## config.mk

```make
export PLATFORM = sky130hd
export DESIGN_NAME = uart_recv
export DESIGN_NICKNAME = d
export VERILOG_FILES = /design/src/rtl/uart_pkg.sv /design/src/rtl/uart_rx_sync.sv /design/src/rtl/uart_recv.sv
export SDC_FILE = /design/constraint.sdc
export NUM_CORES = 1
export LEC_CHECK = 0
export CELL_PAD_IN_SITES_DETAIL_PLACEMENT = 1
export CELL_PAD_IN_SITES_GLOBAL_PLACEMENT = 2
export CORE_ASPECT_RATIO = 1.25
export CORE_MARGIN = 3
export CORE_UTILIZATION = 39
export CTS_BUF_LIST = sky130_fd_sc_hd__clkbuf_16
export DETAILED_ROUTE_END_ITERATION = 10
export PLACE_DENSITY_LB_ADDON = 0.1
export SLEW_MARGIN = 20
export SYNTH_ARGS = -nofsm -noshare
export SYNTH_HDL_FRONTEND = slang
export SYNTH_SLANG_ARGS = --single-unit
```

## constraint.sdc

```tcl
create_clock -name clk -period 5.8 [get_ports clk]
set_input_delay 0.87 -clock clk [delete_from_list [all_inputs] [get_ports clk]]
set_output_delay 0.87 -clock clk [all_outputs]
set_load 0.03 [all_outputs]
```

## src/rtl/uart_pkg.sv

```systemverilog
// Shared UART framing constants and receiver state encoding.
package uart_pkg;

  localparam int   UART_FRAME_BITS = 11;
  localparam int   UART_DATA_BITS  = 8;
  localparam logic UART_START_BIT  = 1'b0;
  localparam logic UART_STOP_BIT   = 1'b1;

  typedef enum logic [2:0] {
    IDLE,
    START,
    DATA,
    PARITY,
    STOP
  } uart_rx_state_t;

endpackage

```

## src/rtl/uart_rx_sync.sv

```systemverilog
// Two-flop synchronizer for an asynchronous single-bit input.
module uart_rx_sync #(
  parameter logic RESET_VAL = 1'b1
) (
  input  logic clk,
  input  logic rst_n,
  input  logic d_i,
  output logic q_o
);

  logic [1:0] sync_q;

  // NOTE: sequential state uses non-blocking assignments so every flop samples pre-edge values.
  always_ff @(posedge clk or negedge rst_n) begin
    if (!rst_n) sync_q <= {2{RESET_VAL}};
    else        sync_q <= {sync_q[0], d_i};
  end

  assign q_o = sync_q[1];

endmodule

```

## src/rtl/uart_recv.sv

```systemverilog
// UART receiver: 8E1 frames sampled mid-bit, bytes packed into a word with a valid/clear handshake.
module uart_recv
  import uart_pkg::*;
#(
  parameter int PACKET_SIZE  = 32,
  parameter int CLKS_PER_BIT = 16
) (
  input  logic                   clk,
  input  logic                   rst_n,
  input  logic                   rx,
  output logic [PACKET_SIZE-1:0] packet,
  output logic                   packet_valid,
  input  logic                   packet_clear,
  output logic                   parity_err,
  output logic                   frame_err,
  output logic                   overrun
);

  localparam int NUM_BYTES = PACKET_SIZE / UART_DATA_BITS;
  localparam int IDX_W     = (NUM_BYTES > 1) ? $clog2(NUM_BYTES) : 1;
  localparam int CNT_W     = $clog2(CLKS_PER_BIT);

  localparam logic [CNT_W-1:0] CNT_MID  = CNT_W'(CLKS_PER_BIT / 2 - 1);
  localparam logic [CNT_W-1:0] CNT_END  = CNT_W'(CLKS_PER_BIT - 1);
  localparam logic [IDX_W-1:0] IDX_LAST = IDX_W'(NUM_BYTES - 1);
  localparam logic [2:0]       BIT_LAST = 3'(UART_DATA_BITS - 1);

  uart_rx_state_t              state_q, state_d;
  logic                        rx_s, rx_prev_q;
  logic [CNT_W-1:0]            cnt_q, cnt_d;
  logic [2:0]                  bit_idx_q, bit_idx_d;
  logic [UART_DATA_BITS-1:0]   shift_q, shift_d;
  logic                        par_q, par_d;
  logic [IDX_W-1:0]            idx_q, idx_d;
  logic [PACKET_SIZE-1:0]      packet_q, packet_d;
  logic                        valid_q, valid_d;
  logic                        parity_err_q, parity_err_d;
  logic                        frame_err_q, frame_err_d;
  logic                        overrun_q, overrun_d;
  logic                        end_hit, fall_edge;

  uart_rx_sync #(.RESET_VAL(1'b1)) u_sync (
    .clk   (clk),
    .rst_n (rst_n),
    .d_i   (rx),
    .q_o   (rx_s)
  );

  assign end_hit   = (cnt_q == CNT_END);
  assign fall_edge = rx_prev_q && !rx_s;

  always_ff @(posedge clk or negedge rst_n) begin
    if (!rst_n) state_q <= IDLE;
    else        state_q <= state_d;
  end

  always_comb begin
    state_d = state_q;
    unique case (state_q)
      IDLE:    if (fall_edge) state_d = START;
      // A line that is no longer low at mid-start was a glitch.
      START:   if (cnt_q == CNT_MID) state_d = (rx_s == UART_START_BIT) ? DATA : IDLE;
      DATA:    if (end_hit && bit_idx_q == BIT_LAST) state_d = PARITY;
      PARITY:  if (end_hit) state_d = STOP;
      STOP:    if (end_hit) state_d = IDLE;
      default: state_d = IDLE;
    endcase
  end

  // NOTE: every signal driven here gets a default first, so no path can infer a latch.
  always_comb begin
    cnt_d        = cnt_q + 1'b1;
    bit_idx_d    = bit_idx_q;
    shift_d      = shift_q;
    par_d        = par_q;
    idx_d        = idx_q;
    packet_d     = packet_q;
    valid_d      = valid_q && !packet_clear;
    parity_err_d = 1'b0;
    frame_err_d  = 1'b0;
    overrun_d    = 1'b0;
    unique case (state_q)
      IDLE: cnt_d = '0;
      START: if (cnt_q == CNT_MID) begin
        cnt_d     = '0;
        bit_idx_d = '0;
      end
      DATA: if (end_hit) begin
        cnt_d     = '0;
        shift_d   = {rx_s, shift_q[UART_DATA_BITS-1:1]};
        bit_idx_d = bit_idx_q + 1'b1;
      end
      PARITY: if (end_hit) begin
        cnt_d = '0;
        par_d = rx_s;
      end
      STOP: if (end_hit) begin
        cnt_d = '0;
        if (rx_s != UART_STOP_BIT) begin
          frame_err_d = 1'b1;
        end else if (par_q != ^shift_q) begin
          parity_err_d = 1'b1;
        end else if (!valid_q || packet_clear) begin
          packet_d[UART_DATA_BITS*int'(idx_q) +: UART_DATA_BITS] = shift_q;
          if (idx_q == IDX_LAST) begin
            idx_d   = '0;
            valid_d = 1'b1;
          end else begin
            idx_d = idx_q + 1'b1;
          end
        end else begin
          overrun_d = 1'b1;
        end
      end
      default: cnt_d = '0;
    endcase
  end

  // NOTE: the packet word is plain state, not a RAM, so it is reset along with everything else.
  always_ff @(posedge clk or negedge rst_n) begin
    if (!rst_n) begin
      rx_prev_q    <= 1'b1;
      cnt_q        <= '0;
      bit_idx_q    <= '0;
      shift_q      <= '0;
      par_q        <= 1'b0;
      idx_q        <= '0;
      packet_q     <= '0;
      valid_q      <= 1'b0;
      parity_err_q <= 1'b0;
      frame_err_q  <= 1'b0;
      overrun_q    <= 1'b0;
    end else begin
      rx_prev_q    <= rx_s;
      cnt_q        <= cnt_d;
      bit_idx_q    <= bit_idx_d;
      shift_q      <= shift_d;
      par_q        <= par_d;
      idx_q        <= idx_d;
      packet_q     <= packet_d;
      valid_q      <= valid_d;
      parity_err_q <= parity_err_d;
      frame_err_q  <= frame_err_d;
      overrun_q    <= overrun_d;
    end
  end

  assign packet       = packet_q;
  assign packet_valid = valid_q;
  assign parity_err   = parity_err_q;
  assign frame_err    = frame_err_q;
  assign overrun      = overrun_q;

endmodule

```

---- Word-level counts from Yosys, hierarchy flattened ----
Cells that the tools add are included.
word-level totals
  memories ................................ 0
  RAM bits ................................ 0
  flip-flop bits (word level) ............. 60
  output and inout bits ................... 36
  latch bits .............................. 0
  ROM bits ................................ 0
cells by class
  divide/modulo/power cells ............... 0
  add/subtract/negate cells ............... 4
  eq/ne operators ......................... 15
  shift-type cells ........................ 2
  multipliers ............................. 0
  reductions and logical operators ........ 16
  bitwise gates (word level) .............. 1
  multiplexer cells ....................... 33
  order comparisons ....................... 0
operator list
  operator                                                                  count
  5-bit negator with 33-bit output                                          1
  8-bit by 33-bit variable shift with 32-bit output (first input constant)  1
  8-bit by 33-bit variable part select with 32-bit output                   1
  32-bit bitwise mux                                                        1
  3-bit two-way mux                                                         7
  1-bit two-way mux                                                         18
  3-bit case mux with 5 select lines                                        1
  2-bit != test (second input constant)                                     6
  5-bit AND reduction                                                       2
  4-bit two-way mux                                                         2
  4-bit case mux with 2 select lines                                        1
  8-bit XOR reduction                                                       1
  3-bit by 2-bit equality test with 1-bit output (second input constant)    2
  3-bit equality test (second input constant)                               2
  3-bit case mux with 2 select lines                                        1
  4-bit by 1-bit adder with 4-bit output (second input constant)            1
  4-bit by 3-bit equality test with 1-bit output (second input constant)    1
  4-bit equality test (second input constant)                               1
  2-bit two-way mux                                                         2
  2-bit AND reduction                                                       2
  3-bit by 1-bit adder with 3-bit output (second input constant)            1
  3-bit by 1-bit equality test with 1-bit output (second input constant)    1
  1-bit logical AND                                                         3
  1-bit logical NOT                                                         3
  other kinds (9)                                                           9

---- Logic depth before layout (Yosys ltp) ----
  depth after elaboration ................. 8
  mapped depth ............................ 7
  mapped depth without buffers ............ 5

---- Hierarchy ----
Synthesis repeated with hierarchy kept, for this count alone.
second synthesis, totals
  cells, all modules ...................... 231
  area total of the unflattened synthesis .. 2778.9 um^2
modules (own cells, without submodules)
  module        cells each  area each (um^2)  sequential area each (um^2)  instances
  uart_recv     229         2726.4            1452.6                       1
  uart_rx_sync  2           52.6              52.6                         1

---- Worst setup path after synthesis ----
OpenSTA, ideal clock, no wires.
  path type ............................... register -> register
  start ................................... register shift_q[3]
  end ..................................... register packet_q[24] (netlist: packet[24])
  data required time ...................... 5679 ps
  arrival ................................. 1874 ps
  path buffers ............................ 0
  cell stages (with the launch flop) ...... 6
  path slack .............................. 3805 ps
  setup time .............................. 121 ps
  path through ............................ dfrtp_1 > xor2_1 > xnor3_2 > xnor2_4 > nand4_4 > a22o_2
between the ends
  cells in the longest elaborated chain, start to end .. 4
  elaborated cells on any way between the ends .. 6
RTL lines
  item                                  line              source
  from (decl)                           uart_recv.sv:32   logic [UART_DATA_BITS-1:0] shift_q, shift_d;
  from (signal assigned)                uart_recv.sv:137  shift_q <= shift_d;
  8-bit XOR reduction                   uart_recv.sv:101  end else if (par_q != ^shift_q) begin
  1-bit != test                         uart_recv.sv:101
  1-bit NOT (no source line)            n/a
  5-bit AND reduction (no source line)  n/a
  to (signal assigned)                  uart_recv.sv:140  packet_q <= packet_d;
  to (decl)                             uart_recv.sv:35   logic [PACKET_SIZE-1:0] packet_q, packet_d;
Several ways; a longest one is shown, not always the timed one.
A chain may end at the register's enable or synchronous reset.

---- Worst setup path in the final report ----
  start ................................... register shift_q[3]
  end ..................................... register packet_q[30] (netlist: packet[30])
The elaborated chain is that of the path after synthesis.

==> summary.md <==
| Metric | Value |
|---|---|
| Min Tclk post-route | `2.34 ns` |
| Synth Area per Inst | `12.1 um2` |
| Status | `completed` |
| Fin Clk Skew | `about 0.0063 ns` |
| CP arrival | `~2.6 ns` |
| CP startpoint kind | `flop` |
| Vias in the first global route | `1936` |
| Final GP Congestion | `between 0.6 and 0.7` |
| Post-synth EDFFs | `0` |
| Post_cts resized | `0` |
| Adder-Cell Fraction of Synth Area | `around 4.1%` |
| Root Buffer | `clkbuf_16` |
| Actual slew at the worst max-slew pin | `around 0.9 ns` |
| Hold Crit Start | `u_sync.sync_q[0]` |
| Final setup TNS | `0 ns` |
| Starting Density | `about two fifths` |
| TritonRoute pass-1 iters | `4` |
| Yosys reg bits | `60` |
| Cell count of the worst reg-to-reg path | `5` |
| Yosys cell types | `35` |
| Post-route ant nets | `0` |
| Commonest non-fill, non-tap cell in the layout | `dfrtp_1` |
| Largest net degree at the start of global routing | `61` |
| Fraction of layout cells with a size suffix above 1 | `between 10% and 20%` |
| Hold depth | `0` |
| Total of max-cap violations | `0` |
| Power per standard cell area | `~280 mW/mm2` |
| Max Slew Vio Count | `0` |
| Die ar. | `a little over 0.008 mm2` |
| IO buf count | `39` |
| DRC | `0` |
| Crit Path Class | `reg2reg` |
| Commonest non-fill, non-tap cells in the layout | `57 x dfrtp_1, 38 x clkdlybuf4s50_1, 30 x nand2_1` |
| Hold EP | `u_sync.sync_q[1]` |
| Max Freq | `~0.43 GHz` |
| Fin crit share | `between 40% and 50%` |
| Crit path required time | `~6.1 ns` |
| Global-route wire length before repair | `9480 um` |
| Post-Synth Simple-Gate Area | `between 10% and 20%` |
| Final worst setup slack | `approximately 3.5 ns` |
| Mapped Area | `~0.0028 mm2` |
| Pleak | `roughly 0.0018 uW` |
| Clk slew on worst S/H paths | `approximately 0.05 ns` |
| Worst Setup End Kind | `flop` |
| Hpwl dp | `3910 um` |
| Unrepaired setup endpoints after global routing | `no` |
| Nets | `between 200 and 300` |
| Postcts setup bufs | `0` |
| Wirelength per Cell | `about 15 um` |
| Final Util | `just over 50%` |
| Final setup violation count | `0` |
| Largest family of logic cells by synthesized area | `multiplexers` |
| Die H | `about 100 um` |
| Compound-Gate Fraction of Synth Area | `just under 5%` |
| Die width | `around 80 um` |
| Syn nets | `approximately 240` |
| Num rows | `33` |
| Ys async rst share | `between 90% and 100%` |
| Area Overhead vs Synth | `26.4%` |
| R2R Path End | `packet[30]` |
| CP Max Fanout | `9` |
| Register area share after synthesis | `between 50 and 60%` |
| VDD IR max | `between 150 and 200 uV` |
| CTS Buf Count | `9` |
| Fillers | `around 710` |
| I/O pin count | `40` |
| Initial DRC Count | `80` |
| Post-Syn Instances | `~230` |
| Final Hold Viols | `0` |
| CTS Sinks | `60` |
| GRT Total Usage | `15.4%` |
| H-Tree Depth | `3` |
| Flop2flop setup slack | `3.46 ns` |
| Worst hold margin | `~0.35 ns` |
| Number of hold buffers added after cts | `0` |
| Via-per-instance ratio | `between 4 and 5` |
| Post-synthesis xor/xnor area fraction | `under 10%` |
| Core area | `slightly below 0.007 mm2` |
| Slew headroom | `40.1%` |
| Initial antenna violation count | `0` |
| Multiplexer share of the synthesized area | `around 14%` |
| Clock Path Buffers | `2` |
| DP Worst Slack | `about 3.3 ns` |
| Grt ovf | `0` |
| Synth warn | `0` |
| Final WL | `5670 um` |
| Critical R2R Launch | `shift_q[3]` |
| Prevailing post-synth register cell | `dfrtp_1` |
| Total number of vias | `between 1500 and 2000` |
| CTS tree | `built` |
| Count of antenna diodes in the layout | `0` |
| Hold crit path type | `reg2reg` |
| Clk_lat worst skew | `between 0.3 and 0.4 ns` |
[through the flow]
step                power [uW]  std cells  area [um2]
global route              1010        366        3500
finish                     966        366        3500
global placement           525        350        3240
floorplan                  501        228        2770
detailed placement         526        350        3240
CTS                        982        366        3500
[layer usage]
metal	vias to the layer above	GRT usage (%)	part of all wire, %
met5	-	0	0
met2	31	25.1	50
li1	861	-	-
met1	905	19.6	45
met4	0	7.02	1.8
met3	10	2.96	2.7
[worst max-delay path, cell delays in order (launching register included)]
cell	delay [ns]
dfrtp_1	0.54
xor2_1	0.19
xnor3_2	0.49
xnor2_4	0.42
and4_1	0.44
a22o_2	0.19
[report_power, final]
part	leakage [uW]	switching (uW)	internal (uW)
combinational	0.000989	35.5	27.0
clock	0.000140	171	279
sequential	0.000699	18.6	435
[Yosys cell counts (all sizes together), types with 4 or more instances]
master	instances	area share, %
clkbuf	4	0.59
ha	9	4.1
dfrtp	57	52
xnor2	6	2.6
inv	26	3.5
xor2	4	1.3
mux2	13	5.3
nor3b	4	1.1
nand2	30	4.1
mux2i	24	8.7
nor2	9	1.2
a22o	10	3.5
nand4	4	3.1
[worst max path at each step]
| stage | cells after the start | to | from |
|---|---|---|---|
| after detailed placement | 4 | packet[28] | packet_clear |
| after global routing | 5 | packet[30] | shift_q[3] |
| after floorplan | 5 | packet[24] | shift_q[3] |
| after CTS | 5 | packet[30] | shift_q[3] |
| final | 5 | packet[30] | shift_q[3] |
| after global placement | 4 | packet[27] | packet_clear |
[area by class of cell]
class                           count  area, um2  area share [%]
Clock buffer                        9        225            6.44
Clock inverter                      7       30.0           0.858
Inverter                           26       97.6            2.79
Multi-Input combinational cell    136       1130            32.4
Sequential cell                    60       1510            43.0
Tap cell                           87        109            3.11
Timing Repair Buffer               41        400            11.4
[sequential cells by signal, summed over array words and instances (netlist names), 2 cells and up]
register	cells
idx_q	2
cnt_q	4
packet	32
bit_idx_q	3
shift_q	8
state_q	3
u_sync.sync_q	2
[cell families after synthesis]
family                   after synthesis
AND/OR/NAND/NOR                       63
flip-flops                            60
multiplexers                          37
buffers and inverters                 32
AO/OA/AOI/OAI                         16
XOR/XNOR                              11
adder cells (fa/ha/maj)                9
Power figures use the tool's default switching activity.
